--- config.mk ---
export PLATFORM = sky130hd
export DESIGN_NAME = mem_responder
export DESIGN_NICKNAME = d
export VERILOG_FILES = /design/src/rtl/mem_pkg.sv /design/src/rtl/load_extend.sv /design/src/rtl/mem_responder.sv
export SDC_FILE = /design/constraint.sdc
export NUM_CORES = 2
export LEC_CHECK = 0
export CORE_UTILIZATION = 50
export CTS_CLUSTER_DIAMETER = 40
export CTS_CLUSTER_SIZE = 24
export DETAILED_ROUTE_END_ITERATION = 8
export GPL_TIMING_DRIVEN = 0
export PLACE_DENSITY = 0.69
export SYNTH_ARGS = -nofsm -noshare
export SYNTH_HDL_FRONTEND = slang
export SYNTH_SLANG_ARGS = --single-unit
--- constraint.sdc ---
create_clock -name clock -period 5.4 [get_ports clock]
set_clock_uncertainty 0.1 [all_clocks]
set_input_delay 0.54 -clock clock [delete_from_list [all_inputs] [get_ports clock]]
set_output_delay 0.54 -clock clock [all_outputs]
set_load 0.1 [all_outputs]
--- src/rtl/mem_pkg.sv ---
// Shared types and defaults for the memory responder.
package mem_pkg;

    localparam int unsigned DEFAULT_DEPTH   = 32;
    localparam int unsigned DEFAULT_LATENCY = 2;

    // funct3-style access size codes
    typedef enum logic [2:0] {
        SZ_B   = 3'b000,
        SZ_H   = 3'b001,
        SZ_W   = 3'b010,
        SZ_D   = 3'b011,
        SZ_BU  = 3'b100,
        SZ_HU  = 3'b101,
        SZ_WU  = 3'b110,
        SZ_ILL = 3'b111
    } size_e;

    typedef enum logic [1:0] {
        ST_IDLE = 2'd0,
        ST_BUSY = 2'd1,
        ST_RESP = 2'd2
    } state_e;

    // log2 of the access size comes from the low two bits of the size code
    function automatic logic misaligned(input logic [2:0] lane, input logic [1:0] log2sz);
        logic m;
        case (log2sz)
            2'd0:    m = 1'b0;
            2'd1:    m = lane[0];
            2'd2:    m = |lane[1:0];
            default: m = |lane;
        endcase
        return m;
    endfunction

endpackage

--- src/rtl/load_extend.sv ---
// Selects the addressed byte lane(s) of a 64-bit word and sign/zero extends.
module load_extend
    import mem_pkg::*;
(
    input  logic [63:0] word_i,
    input  logic [2:0]  lane_i,
    input  logic [2:0]  size_i,
    output logic [63:0] rdata_o
);

    logic [63:0] shifted;

    // align the addressed lane to bit 0, then extend according to size
    always_comb begin
        shifted = word_i >> {lane_i, 3'b000};
        case (size_i)
            SZ_B:    rdata_o = {{56{shifted[7]}},  shifted[7:0]};
            SZ_H:    rdata_o = {{48{shifted[15]}}, shifted[15:0]};
            SZ_W:    rdata_o = {{32{shifted[31]}}, shifted[31:0]};
            SZ_D:    rdata_o = shifted;
            SZ_BU:   rdata_o = {56'd0, shifted[7:0]};
            SZ_HU:   rdata_o = {48'd0, shifted[15:0]};
            SZ_WU:   rdata_o = {32'd0, shifted[31:0]};
            default: rdata_o = '0;
        endcase
    end

endmodule

--- src/rtl/mem_responder.sv ---
// Single-outstanding load/store responder with a fixed wait latency.
module mem_responder
    import mem_pkg::*;
#(
    parameter int unsigned DEPTH   = DEFAULT_DEPTH,
    parameter int unsigned LATENCY = DEFAULT_LATENCY
) (
    input  logic        clock,
    input  logic        reset,
    input  logic        req_valid,
    output logic        req_ready,
    input  logic        req_we,
    input  logic [63:0] req_addr,
    input  logic [2:0]  req_size,
    input  logic [63:0] req_wdata,
    output logic        resp_valid,
    input  logic        resp_ready,
    output logic [63:0] resp_rdata,
    output logic        resp_err
);

    localparam int unsigned IDXW  = (DEPTH > 1) ? $clog2(DEPTH) : 1;
    localparam int unsigned CNTW  = (LATENCY > 0) ? $clog2(LATENCY + 1) : 1;
    localparam logic [63:0] LIMIT = 64'(DEPTH) * 64'd8;

    state_e            state_q;
    logic [CNTW-1:0]   cnt_q;
    logic              we_q;
    logic [63:0]       addr_q;
    logic [2:0]        size_q;
    logic [63:0]       wdata_q;
    logic              req_ready_q;
    logic              resp_valid_q;
    logic [63:0]       resp_rdata_q;
    logic              resp_err_q;

    logic [63:0]       mem_q [DEPTH];

    logic [IDXW-1:0]   word_idx;
    logic [63:0]       old_word;
    logic [63:0]       load_data;
    logic              err_d;
    logic [63:0]       rdata_d;
    logic [63:0]       word_d;
    logic [7:0]        size_mask;
    logic [7:0]        lane_mask;
    logic [63:0]       bit_mask;
    logic [63:0]       wdata_shift;
    logic              commit;

    assign word_idx   = addr_q[IDXW+2:3];
    assign old_word   = mem_q[word_idx];
    assign commit     = (state_q == ST_BUSY) && (cnt_q == '0);

    assign req_ready  = req_ready_q;
    assign resp_valid = resp_valid_q;
    assign resp_rdata = resp_rdata_q;
    assign resp_err   = resp_err_q;

    load_extend u_load_extend (
        .word_i  (old_word),
        .lane_i  (addr_q[2:0]),
        .size_i  (size_q),
        .rdata_o (load_data)
    );

    // classify the captured access and form the load result
    always_comb begin
        err_d = 1'b0;
        if (size_q == SZ_ILL)                       err_d = 1'b1;
        if (misaligned(addr_q[2:0], size_q[1:0]))   err_d = 1'b1;
        if (addr_q >= LIMIT)                        err_d = 1'b1;
        if (we_q && size_q[2])                      err_d = 1'b1;
        rdata_d = (err_d || we_q) ? '0 : load_data;
    end

    // merge store data into the addressed bytes of the current word
    always_comb begin
        case (size_q[1:0])
            2'd0:    size_mask = 8'h01;
            2'd1:    size_mask = 8'h03;
            2'd2:    size_mask = 8'h0F;
            default: size_mask = 8'hFF;
        endcase
        lane_mask = size_mask << addr_q[2:0];
        for (int unsigned i = 0; i < 8; i++) begin
            bit_mask[i*8 +: 8] = {8{lane_mask[i]}};
        end
        wdata_shift = wdata_q << {addr_q[2:0], 3'b000};
        word_d      = (old_word & ~bit_mask) | (wdata_shift & bit_mask);
    end

    // storage is not reset; a write happens only on a committing, error-free store
    always_ff @(posedge clock) begin
        if (commit && we_q && !err_d) begin
            mem_q[word_idx] <= word_d;
        end
    end

    // IDLE -> BUSY (count down LATENCY) -> RESP (hold until taken) -> IDLE
    always_ff @(posedge clock or negedge reset) begin
        if (!reset) begin
            state_q      <= ST_IDLE;
            cnt_q        <= '0;
            we_q         <= 1'b0;
            addr_q       <= '0;
            size_q       <= '0;
            wdata_q      <= '0;
            req_ready_q  <= 1'b0;
            resp_valid_q <= 1'b0;
            resp_rdata_q <= '0;
            resp_err_q   <= 1'b0;
        end else begin
            case (state_q)
                ST_IDLE: begin
                    if (req_valid && req_ready_q) begin
                        we_q        <= req_we;
                        addr_q      <= req_addr;
                        size_q      <= req_size;
                        wdata_q     <= req_wdata;
                        cnt_q       <= CNTW'(LATENCY);
                        req_ready_q <= 1'b0;
                        state_q     <= ST_BUSY;
                    end else begin
                        req_ready_q <= 1'b1;
                    end
                end
                ST_BUSY: begin
                    if (cnt_q == '0) begin
                        resp_valid_q <= 1'b1;
                        resp_rdata_q <= rdata_d;
                        resp_err_q   <= err_d;
                        state_q      <= ST_RESP;
                    end else begin
                        cnt_q <= cnt_q - CNTW'(1);
                    end
                end
                ST_RESP: begin
                    if (resp_ready) begin
                        resp_valid_q <= 1'b0;
                        resp_rdata_q <= '0;
                        resp_err_q   <= 1'b0;
                        req_ready_q  <= 1'b1;
                        state_q      <= ST_IDLE;
                    end
                end
                default: begin
                    state_q     <= ST_IDLE;
                    req_ready_q <= 1'b0;
                end
            endcase
        end
    end

endmodule

# Word-level counts from Yosys, hierarchy flattened
# Memories as Yosys holds them, arrays and structs flattened.
# Index checks and enable logic that the tools add are counted.
# word_totals
mem_count,1
in_bits,136
ramBits,2048
word_cells,84
out_inout_bits,67
register_bits,203
# memory_table
memory,depth,word_bits,read_ports,rd_clocked_by_memory_dff,write_ports,line,text
mem_q,32,64,1,0,1,mem_responder.sv:37,logic [63:0] mem_q [DEPTH];
# classes
n_reduce_logical,20
n_shift,3
n_eq_ne,15
addsub,1
order_cmp,1
n_bitwise,5
muxes,28
# ops
cell,count
case mux 64 bit (7 select lines),1
2-to-1 mux 64 bit,3
bitwise AND 64 bit,2
case mux 64 bit (2 select lines),1
"greater-or-equal comparator 64 x 9 -> 1 bit, second input constant",1
inverter 64 bit,1
OR 64 bit,1
left shift 64 x 6 -> 64 bit,1
right shift 64 x 6 -> 64 bit,1
case mux 8 bit (3 select lines),1
"equality test 3 bit, second input constant",4
2-to-1 mux 1 bit,11
2-to-1 mux 2 bit,5
AND reduction 3 bit,3
left shift 8 x 3 -> 8 bit,1
"equality test 3 x 2 -> 1 bit, second input constant",2
logical NOT 2 bit,3
"!= test 2 bit, second input constant",3
case mux 1 bit (3 select lines),2
case mux 2 bit (3 select lines),1
logical AND 1 bit,5
"equality test 2 x 1 -> 1 bit, second input constant",2
"equality test 2 bit, second input constant",2
case mux 1 bit (2 select lines),2
12 further kinds,14

# Longest topological paths before layout
# logic_depth
word_depth,9
depth_mapped,14

# By module
# Synthesis repeated with hierarchy kept, for this count alone.
# hier_totals
cells_unflattened,5170
hier_area_um2,90194.0
# modules_own_cells
mod,cells_per_inst,seq_area_each_um2,n_inst,area_per_inst_um2
mem_responder,4881,66578.9,1,87660.3
load_extend,289,0.0,1,2533.7

# Worst setup path after synthesis
# OpenSTA, ideal clock, no wires.
# synth_path
path_type,register to register
from,register size_q[2]
to,memory mem_q[0][0] (enable)
period_less_slack_ps,5509
setup_slack_ps,-109
stages_incl_launch_ff,9
t_arrival_ps,4922
setup_ps,486
path_buffers,2
t_required_ps,4814
path_cell_list,dfrtp_1 clkbuf_1 a211oi_1 nand4_1 a2111oi_0 nand2_1 or4_1 clkbuf_1 nor2_1
# synth_via
elab_chain_cells,9
elab_cells_between_ends,10
cone_classes,eq/ne (1); mux (6); reduce/logical (3)
# synth_rtl
item,line,text
start: declaration,mem_responder.sv:30,logic [2:0] size_q;
start signal: assignment,mem_responder.sv:119,size_q <= req_size;
equality test 3 bit,mem_responder.sv:70,if (size_q == SZ_ILL) err_d = 1'b1;
2-to-1 mux 1 bit,mem_responder.sv:70,
2-to-1 mux 1 bit,mem_responder.sv:71,"if (misaligned(addr_q[2:0], size_q[1:0])) err_d = 1'b1;"
2-to-1 mux 1 bit,mem_responder.sv:72,if (addr_q >= LIMIT) err_d = 1'b1;
2-to-1 mux 1 bit (*),mem_responder.sv:73,if (we_q && size_q[2]) err_d = 1'b1;
logical NOT 1 bit (*),mem_responder.sv:95,if (commit && we_q && !err_d) begin
logical AND 1 bit (*),mem_responder.sv:95,
2-to-1 mux 1 bit (*),mem_responder.sv:95,
2-to-1 mux 1 bit (not written as such) (*),mem_responder.sv:96,mem_q[word_idx] <= word_d;
end: declaration,mem_responder.sv:37,
# Mark *: on every way between the ends. The rest lies on a longest branch, timed or not.

# Worst setup path in the final report
# layout_path
from,register addr_q[7]
to,register resp_rdata_q[9] (netlist: resp_rdata[9])
# layout_via
elab_chain_cells,7
elab_cells_between_ends,10
cone_classes,order compare (1); shift (1); mux (6); reduce/logical (1); memory (1)
# layout_rtl
item,line,text
start: declaration,mem_responder.sv:29,logic [63:0] addr_q;
start signal: assignment,mem_responder.sv:118,addr_q <= req_addr;
"parallel branches: the longest is 4 deep, another holds memory (32 x 64 bit)",--,
2-to-1 mux 64 bit (*),mem_responder.sv:74,rdata_d = (err_d || we_q) ? '0 : load_data;
2-to-1 mux 64 bit (*),mem_responder.sv:129,if (cnt_q == '0) begin
case mux 64 bit (2 select lines) (*),mem_responder.sv:114,case (state_q)
end signal: assignment,mem_responder.sv:131,resp_rdata_q <= rdata_d;
end: declaration,mem_responder.sv:34,logic [63:0] resp_rdata_q;
# Mark *: on every way between the ends. The select of a mux whose other input is x is not followed.
# A chain may end at the register's enable or synchronous reset.

==> summary.txt <==
Clocking
  • Worst-path clk slew: 60 ps
  • CTS tree: yes
  • TritonCTS buffer count: 276
  • Clock root buffer: clkbuf_16
  • H-tree Lvls: 5
  • Clock Sink Count: 2251
  • Worst-Skew Late Latency: 970 ps
  • Clock Path Buffers: 4

Logic synthesis
  • Yosys cell types: 64
  • Post-synthesis simple-gate area fraction: 3.110%
  • Yosys Warn Count: 0
  • Xor-xnor portion of the synthesized cell area: 0.009793%
  • Count leader, synth: edfxtp_1
  • Sequential area share after synthesis: 74.45%
  • Seq cells post-synth: 2251
  • Average cell area after synthesis: 17.55 sq um
  • Synthesized-area fraction occupied by adder cells: 0.01399%
  • Leading area contributor after synthesis: edfxtp_1
  • Number of synthesized flops with an enable pin: 2048
  • Netlist Area Pre-Place: 0.08943 sq mm
  • Commonest cells post-synth: 2048 x edfxtp_1, 970 x mux2i_1, 458 x o22ai_1
  • Top cell type's share of synthesized area: 68.77%
  • Mux cell area share after synthesis: 15.04%
  • Synth top area cells: edfxtp_1 69%, mux2i_1 11%, dfrtp_1 5.7%
  • Asr flop ratio synth: 9.018%
  • Top FF cell, synth: edfxtp_1
  • Syn Nets: 5233
  • Largest family of logic cells by synthesized area: multiplexers
  • Mapped Cells: 5096
  • Compound-cell area share of the yosys netlist: 5.434%

Routing
  • Initial DRC Count: 10221
  • Vias: 57237
  • Antenna viol nets, final: 0
  • Drt first pass iters: 6
  • WL final: 332100 microns
  • Residual DRC: 0
  • Vias per Instance: 6.870
  • Wire per inst: 39.85 microns

Pwr
  • Worst VDD drop: 0.7449 mV
  • Static Leak: 0.03797 uW
  • Power density over the cells: 730.3 mW/mm^2

Global route
  • Total gr overflow: 0
  • Vias in the first global route: 54233
  • Initial antenna violation count: 16
  • Largest net degree at the start of global routing: 119
  • First-pass GRT wire length: 446100 microns
  • Tot GR Track Use: 36.40%

Finish
  • Fillers: 12555
  • Post-route cell area: 0.1077 sq mm
  • Area Growth Syn to Fin: 20.41%
  • Layout Nets: 5913
  • Share of cells above drive strength 1: 20.32%
  • Area of the multi-input gates: 0.02165 sq mm
  • Reg area: 0.06658 sq mm

STA
  • Final slew viol count: 13
  • Final setup fails: 37
  • Tcrit/Tclk final: 102.4%
  • Total negative slack: -1951 ps
  • Fmax: 180.8 MHz
  • Min Tclk post-route: 5532 ps
  • Final hold slack: 98.25 ps
  • Final-report hold violation count: 0
  • Relative slew slack: -7.599%
  • Least-Margin Pin Slew: 1597 ps
  • Setup WS post-layout: -132.0 ps

Setup path
  • Worst Path Buf+Inv: 3
  • Worst path cell trace: clkbuf_1, nand4bb_1, buf_4, clkdlybuf4s15_1, o22ai_1, nor4_1, nand2_1, mux2i_1, o21ai_0, mux2_2, a211o_1
  • CP delay by family, top: buffers and inverters
  • Crit. End Element: flip-flop
  • CP max stage delay: 1080 ps
  • Critical R2R Launch: addr_q[7]
  • Critical path type: reg -> reg
  • Worst Setup SP: addr_q[7]
  • Critical path's slowest cell: clkdlybuf4s15_1
  • Required @ worst endpoint: 6140 ps
  • Crit path DAT: 6270 ps
  • Worst setup SP type: flip-flop
  • CP Max Fanout: 11

Placement
  • Placed inst area: 0.09806 sq mm
  • Detail Placement HPWL: 220800 microns
  • Final Wtd Congestion: 1.004
  • I/O Buffers: 202

Floorplan
  • Core Area: 0.1769 sq mm
  • Std cell rows: 154
  • Ports: 203
  • Die W: 424.9 microns
  • Die footprint: 0.1806 sq mm
  • Die Y: 424.9 microns
  • Initial Util: 50.56%

Hold path
  • Hold/Removal Path Class: in -> async

Status
  • Violated checks: max-capacitance violations, max-slew violations, negative setup slack
  • Status: complete, but fails checks

Run
  • Max-cap violations: 4
==> power breakdown <==
group / total [uW] / internal (uW) / switching, uW
Clock: 18700 / 11100 / 7640
Sequential: 29000 / 27700 / 1260
Combinational: 31000 / 8200 / 22800
==> cell families (layout without fill, tap and decap cells) <==
logic type,Yosys count,in the layout
xor gates and xnor gates,1,1
AOI/OAI and AO/OA,767,767
muxes,1215,1215
other,0,13
and+or+nand+nor,535,535
adders and majority gates,1,1
buffers and inverters,326,1209
DFF,2251,2251
==> metrics by stage <==
stage          util (%)  instances  setup WS, ps  total power [uW]
2_1_floorplan         -       5096        -108.8             44600
6_report          60.88       8332        -132.0             78640
5_1_grt           60.86       8320        -9.363             79560
3_5_place_dp      55.44       7808        -557.7             58560
3_3_place_gp      53.36       7638         -7017             56290
4_1_cts           60.76       8307         5.624             77030
==> state kept, by name (all words and copies together) (netlist names) <==
signal and flops:
wdata_q 64, state_q 2, we_q 1, addr_q 64, mem_q 2048, req_ready 1
resp_rdata 64, resp_err 1, resp_valid 1, cnt_q 2, size_q 3
==> worst paths after layout <==
check,depth (start not counted),endpoint,slack (ps)
max reg2reg,11,resp_rdata[9],-130
max in group asynchronous,3,resp_rdata[43],4040
min reg2reg,2,resp_rdata[7],370
min,2,addr_q[4],100
min in group clock,2,addr_q[25],110
max,11,resp_rdata[9],-130
==> layer usage <==
metal / GRT usage [%] / wire, microns / vias to the layer above
li1: - / - / 22000
met1: 45.75 / 111500 / 28750
met2: 54.28 / 145300 / 5284
met3: 11.23 / 47230 / 1193
met4: 24.79 / 27980 / 10
met5: 0 / 96 / -
==> cell usage in the layout (no fill, tap or decap), drive strengths merged, types with 5 or more instances in the layout <==
| cell type | count |
|---|---|
| mux2i | 970 |
| a211oi | 22 |
| a211o | 7 |
| clkinvlp | 23 |
| a31oi | 20 |
| nand2 | 157 |
| inv | 57 |
| nor3 | 13 |
| a21o | 5 |
| nor2 | 111 |
| dfrtp | 203 |
| a221oi | 6 |
| o21ai | 86 |
| o22ai | 458 |
| clkinv | 80 |
| clkdlybuf4s50 | 201 |
| nand3b | 5 |
| nor4 | 126 |
| a21oi | 56 |
| a22oi | 77 |
| diode | 13 |
| mux4 | 87 |
| nand3 | 58 |
| clkbuf | 421 |
| mux2 | 158 |
| nand4bb | 6 |
| nand4 | 12 |
| o211ai | 10 |
| bufinv | 23 |
| edfxtp | 2048 |
| and2 | 17 |
| buf | 402 |
==> repair_timing <==
action | 4_1_cts | 5_1_grt
endpoints found under the setup margin | 213 | 238
setup buffers | 19 | 12
hold endpoints to repair | 85 | 0
hold buffers | 1 | 0
resized for setup | 8 | 22
pin swaps | 6 | 3
==> layout make-up <==
class / count / area share (%)
timing repair buffer: 406 / 5.120
multi-input combinational: 2519 / 20.11
clock buffer: 307 / 6.807
buffer: 313 / 1.603
inverter: 9 / 0.03137
tap: 2340 / 2.719
antenna: 13 / 0.03021
clock inverter: 174 / 1.750
sequential: 2251 / 61.83
(Power assumes the default switching activity.)
